$ cat config.mk
export PLATFORM = sky130hd
export DESIGN_NAME = ssemi_decim_out_fifo
export DESIGN_NICKNAME = d
export VERILOG_FILES = /design/src/rtl/ssemi_decim_out_fifo.sv
export SDC_FILE = /design/constraint.sdc
export NUM_CORES = 1
export LEC_CHECK = 0
export BUFFER_PORTS_ARGS = -buffer_cell sky130_fd_sc_hd__clkbuf_2
export CORE_MARGIN = 1
export CORE_UTILIZATION = 52
export DETAILED_ROUTE_END_ITERATION = 16
export PLACE_DENSITY = 0.69
export SLEW_MARGIN = 20
export SYNTH_ARGS = -nofsm -noshare
export SYNTH_HDL_FRONTEND = slang
export SYNTH_SLANG_ARGS = --single-unit
$ cat constraint.sdc
create_clock -name i_clk -period 4.29 [get_ports i_clk]
set_input_delay 0 -clock i_clk [delete_from_list [all_inputs] [get_ports i_clk]]
set_output_delay 0 -clock i_clk [all_outputs]
set_load 0.03 [all_outputs]
$ cat src/rtl/ssemi_decim_out_fifo.sv
// ---------------------------------------------------------------------------
// ssemi_decim_out_fifo
//
// Output buffer placed directly after the ADC decimator. Decimated samples
// enter through a valid/ready pair. The ready output applies backpressure to
// the decimator. Samples leave towards the host/DMA side as a
// first-word-fall-through stream. The block also reports its fill level, a
// programmable watermark interrupt, and a sticky overflow flag with a
// saturating drop counter.
//
// Ports:
//   i_clk, i_rst_n                 clock, synchronous active-low reset
//   i_decim_valid/i_decim_data     sample input from the decimator
//   o_decim_ready                  FIFO can take a sample (not full, not in reset)
//   o_rd_valid/o_rd_data           head entry of the FIFO (FWFT)
//   i_rd_ready                     consumer pops the head entry
//   i_flush                        empties the FIFO at the next edge
//   i_watermark                    interrupt threshold, 0 disables it
//   i_clr_ovf                      clears the overflow flag and the drop counter
//   o_level                        occupancy, 0..DEPTH
//   o_wm_irq                       level interrupt, set while occupancy >= watermark
//   o_overflow, o_drop_cnt         sticky drop flag and saturating drop count
// ---------------------------------------------------------------------------
`ifndef SSEMI_DATA_WIDTH
`define SSEMI_DATA_WIDTH 24
`endif

module ssemi_decim_out_fifo #(
  parameter int DATA_WIDTH = `SSEMI_DATA_WIDTH,
  parameter int DEPTH      = 16,
  parameter int AW         = $clog2(DEPTH)
) (
  input  logic                  i_clk,
  input  logic                  i_rst_n,
  input  logic                  i_decim_valid,
  input  logic [DATA_WIDTH-1:0] i_decim_data,
  output logic                  o_decim_ready,
  output logic                  o_rd_valid,
  output logic [DATA_WIDTH-1:0] o_rd_data,
  input  logic                  i_rd_ready,
  input  logic                  i_flush,
  input  logic [AW:0]           i_watermark,
  input  logic                  i_clr_ovf,
  output logic [AW:0]           o_level,
  output logic                  o_wm_irq,
  output logic                  o_overflow,
  output logic [15:0]           o_drop_cnt
);

  localparam logic [AW:0] FullCount = (AW+1)'(DEPTH);

  logic [DATA_WIDTH-1:0] mem_q [DEPTH];
  logic [AW-1:0]         wr_ptr_q, wr_ptr_d;
  logic [AW-1:0]         rd_ptr_q, rd_ptr_d;
  logic [AW:0]           cnt_q, cnt_d;
  logic                  wm_irq_q, wm_irq_d;
  logic                  ovf_q, ovf_d;
  logic [15:0]           drop_cnt_q, drop_cnt_d;

  logic full;
  logic wr_en;
  logic rd_en;
  logic drop;

  // Handshake decode. Ready depends only on the registered count and on the
  // reset. A pop in the same cycle therefore never opens ready when the FIFO
  // is full, and no combinational path runs from i_rd_ready back to the
  // decimator. A flush suppresses the drop as well: the FIFO is being
  // discarded on purpose, so the lost sample is not an overflow.
  assign full          = (cnt_q == FullCount);
  assign o_decim_ready = i_rst_n & ~full;
  assign o_rd_valid    = (cnt_q != '0);
  assign o_rd_data     = mem_q[rd_ptr_q];
  assign wr_en         = i_decim_valid & o_decim_ready;
  assign rd_en         = o_rd_valid & i_rd_ready;
  assign drop          = i_rst_n & i_decim_valid & full & ~i_flush;

  assign o_level    = cnt_q;
  assign o_wm_irq   = wm_irq_q;
  assign o_overflow = ovf_q;
  assign o_drop_cnt = drop_cnt_q;

  // Next-state logic for the pointers, count, watermark and overflow state.
  // A flush wins over any push or pop in the same cycle. The watermark
  // compares against the next count, so the interrupt moves on the same
  // edge as o_level. When a clear and a drop arrive together, the drop is
  // the one that sticks.
  always_comb begin
    wr_ptr_d   = wr_ptr_q;
    rd_ptr_d   = rd_ptr_q;
    cnt_d      = cnt_q;
    ovf_d      = ovf_q;
    drop_cnt_d = drop_cnt_q;

    if (i_flush) begin
      wr_ptr_d = '0;
      rd_ptr_d = '0;
      cnt_d    = '0;
    end else begin
      if (wr_en) begin
        wr_ptr_d = wr_ptr_q + AW'(1);
      end
      if (rd_en) begin
        rd_ptr_d = rd_ptr_q + AW'(1);
      end
      if (wr_en && !rd_en) begin
        cnt_d = cnt_q + (AW+1)'(1);
      end else if (rd_en && !wr_en) begin
        cnt_d = cnt_q - (AW+1)'(1);
      end
    end

    if (i_clr_ovf) begin
      ovf_d      = drop;
      drop_cnt_d = drop ? 16'd1 : 16'd0;
    end else if (drop) begin
      ovf_d = 1'b1;
      if (drop_cnt_q != 16'hFFFF) begin
        drop_cnt_d = drop_cnt_q + 16'd1;
      end
    end

    wm_irq_d = (i_watermark != '0) && (cnt_d >= i_watermark);
  end

  // Control state register with a synchronous active-low reset. The reset
  // clears everything, even in the middle of a stream.
  always_ff @(posedge i_clk) begin
    if (!i_rst_n) begin
      wr_ptr_q   <= '0;
      rd_ptr_q   <= '0;
      cnt_q      <= '0;
      wm_irq_q   <= 1'b0;
      ovf_q      <= 1'b0;
      drop_cnt_q <= '0;
    end else begin
      wr_ptr_q   <= wr_ptr_d;
      rd_ptr_q   <= rd_ptr_d;
      cnt_q      <= cnt_d;
      wm_irq_q   <= wm_irq_d;
      ovf_q      <= ovf_d;
      drop_cnt_q <= drop_cnt_d;
    end
  end

  // Sample storage. It has no reset because stale entries are hidden
  // behind o_rd_valid. A sample that arrives in the same cycle as a flush
  // is not stored.
  always_ff @(posedge i_clk) begin
    if (wr_en && !i_flush) begin
      mem_q[wr_ptr_q] <= i_decim_data;
    end
  end

endmodule

==> impl_metrics.json <==
{
  "synth_largest_area_cell": "edfxtp_1",
  "crit_type": "reg2reg",
  "maxCapViolCount": 0,
  "place_inst": 1238,
  "grt_start_max_net_pins": 55,
  "seq_area_frac_synth_pct": 74.5,
  "grtUsageMet1_pct": 27.9,
  "clkSinkCount": 419,
  "post-route-util_pct": 61.7,
  "hold_viol": 0,
  "fp-row-count": 64,
  "r2r_slack_ns": 0.59,
  "worstSkewPairLatency_ns": 0.53,
  "most-common-layout-cells": "edfxtp_1, mux4_2, clkbuf_2",
  "synth_seq_cells": 419,
  "syn_area_um2": 16400,
  "netlist_instances": 776,
  "dieHeight_um": 180,
  "root_buffer": "clkbuf_16",
  "final.period_utilization_pct": 86.3,
  "antenna_found_initial": 0,
  "layout-drive-gt1-share_pct": 32.6,
  "die_w_um": 180,
  "gr-usage-all-layers_pct": 22.1,
  "final_cells": 1348,
  "cts_buffers": 42,
  "final_antenna_net_count": 0,
  "drt_iter0_markers": 681,
  "powerDensity_nw_per_um2": 432,
  "maxSlewHeadroom_pct": 52.2,
  "cts_setup_buffers": 0,
  "ir_worst_vdd_mv": 0.416,
  "setup_violations": 0,
  "path_clk_slew_ns": 0.07,
  "ctsLongestPathBuffers": 3,
  "netlist_top_cells_area": "edfxtp_1, mux4_2, dfxtp_1",
  "max_slew.worst_pin.slew_ns": 0.716,
  "core_area_um2": 30800,
  "firstDrtPassIters": 11,
  "fmax_ghz": 0.270,
  "grt_pass1_wl_mm": 52.4,
  "crit_path_max_fanout": 7,
  "fin_tns_setup_ns": 0,
  "arrival_ns": 4.12,
  "dp_slack_ns": 1.26,
  "hold_slack_ns": 0.434,
  "critical_path.startpoint_type": "flip-flop",
  "die_area_um2": 32300,
  "cp-end-kind": "flip-flop",
  "cp.required_ns": 4.71,
  "grt_pass1_vias": 8505,
  "gp_congestion": 0.846,
  "use_met2_pct": 39.9,
  "n_antenna_cell": 0,
  "routed_wl_mm": 34.7,
  "ys_warn_count": 0,
  "outcome": "finished, violations left",
  "io_pins": 84,
  "post-route-drc-count": 5,
  "place_hpwl_mm": 20.9,
  "violations": "design-rule violations",
  "hold_path_class": "in2reg",
  "layout_commonest_cell": "edfxtp_1",
  "hold_buffers": 34,
  "syn-num-nets": 824,
  "initial_utilization_pct": 53.2,
  "vias": 8054,
  "nets": 968,
  "min_period_ns": 3.70,
  "synth_edf_count": 384,
  "grt_overflow_total": 0,
  "post_cts_resized": 0,
  "post_drt_wl_per_cell_um": 25.7,
  "cts_max_level": 2,
  "leakagePower_uw": 0.00603,
  "syn_avg_cell_area_um2": 21.1,
  "synth.distinct_cells": 49,
  "drv_slew": 0,
  "via_per_inst": 5.97,
  "finalWorstSetupSlack_ns": 0.586,
  "synthFlopType": "edfxtp_1",
  "rsz0062_at_grt": "false",
  "syn2layout_area_growth_pct": 16.0,
  "port_buffers": 83,
  "skew_ns": 0.0147,
  "yosysTopAreaCellShare_pct": 70.3,
  "cts_tree": "yes",
  "async_reset_ff_share_pct": 0,
  "met3_usage_pct": 3.10,
  "busiest_layer": "met2"
}
[cell usage after synthesis, drive strengths merged (5+ instances only)]
master,number
a211oi,7
a21oi,9
and2,5
buf,21
clkbuf,18
dfxtp,35
edfxtp,384
ha,13
inv,13
mux4,120
nand2,21
nand3,8
nand4,6
nor2,41
nor3,6
xnor2,13
xor2,8
[registers in the layout, indices dropped and copies added (netlist names), named ones only]
register	cells
o_overflow	1
wr_ptr_q	4
o_wm_irq	1
mem_q	384
rd_ptr_q	4
o_level	5
o_drop_cnt	16
[power by group]
group	switching, uW	total [uW]	leakage (uW)	internal [uW]
combinational	166	271	0.00164	105
clock	1460	3480	0.000645	2010
sequential	9.77	4470	0.00374	4460
[worst max-delay path: stages (launching register included)]
cell	delay, ns
dfxtp_1	0.47
inv_1	0.09
ha_1	0.27
and4bb_2	0.28
nor2_1	0.45
xnor2_2	0.17
xnor2_1	0.13
or2_1	0.24
ha_1	0.27
nand2b_1	0.14
a21oi_1	0.16
nor2b_1	0.06
o21ai_0	0.19
a21oi_1	0.09
dlygate4sd3_1	0.56
[worst paths after layout]
kind | cells past startpoint | endpoint | start
worst max-delay path | 14 | o_wm_irq | o_level[1]
worst max register to register | 14 | o_wm_irq | o_level[1]
worst min-delay path | 3 | o_level[4] | i_rst_n
worst min register to register | 2 | o_overflow | o_overflow
[layout make-up]
class / count / area, um^2
clock buffer: 54 / 1190
inverter: 13 / 48.8
fill: 2114 / 11800
clock inverter: 22 / 126
timing repair buffer: 139 / 946
sequential: 419 / 12200
tap: 396 / 495
multi-input combinational: 305 / 3980
[cell families after synthesis]
| group | after synthesis | share of synthesized area, % |
|---|---|---|
| compound gates | 30 | 1.30 |
| xor+xnor | 21 | 1.17 |
| fa+ha+maj | 15 | 1.12 |
| buf+inv | 52 | 1.49 |
| flops | 419 | 74.5 |
| mux | 124 | 16.7 |
| simple gates | 115 | 3.66 |
[per-layer routing]
| layer | part of all wire, % | wire [um] |
|---|---|---|
| met1 | 39 | 13700 |
| met2 | 54 | 18600 |
| met3 | 4.4 | 1530 |
| met4 | 2.4 | 844 |
| met5 | 0 | 0 |
[metrics by stage]
step / instance area [um^2] / total power, uW
4_1_cts: 19000 / 8270
2_1_floorplan: 16400 / 4700
3_3_place_gp: 17400 / 4800
6_report: 19000 / 8220
3_5_place_dp: 17400 / 4810
5_1_grt: 19000 / 8440
No activity file was read; power rests on OpenSTA's default activity.
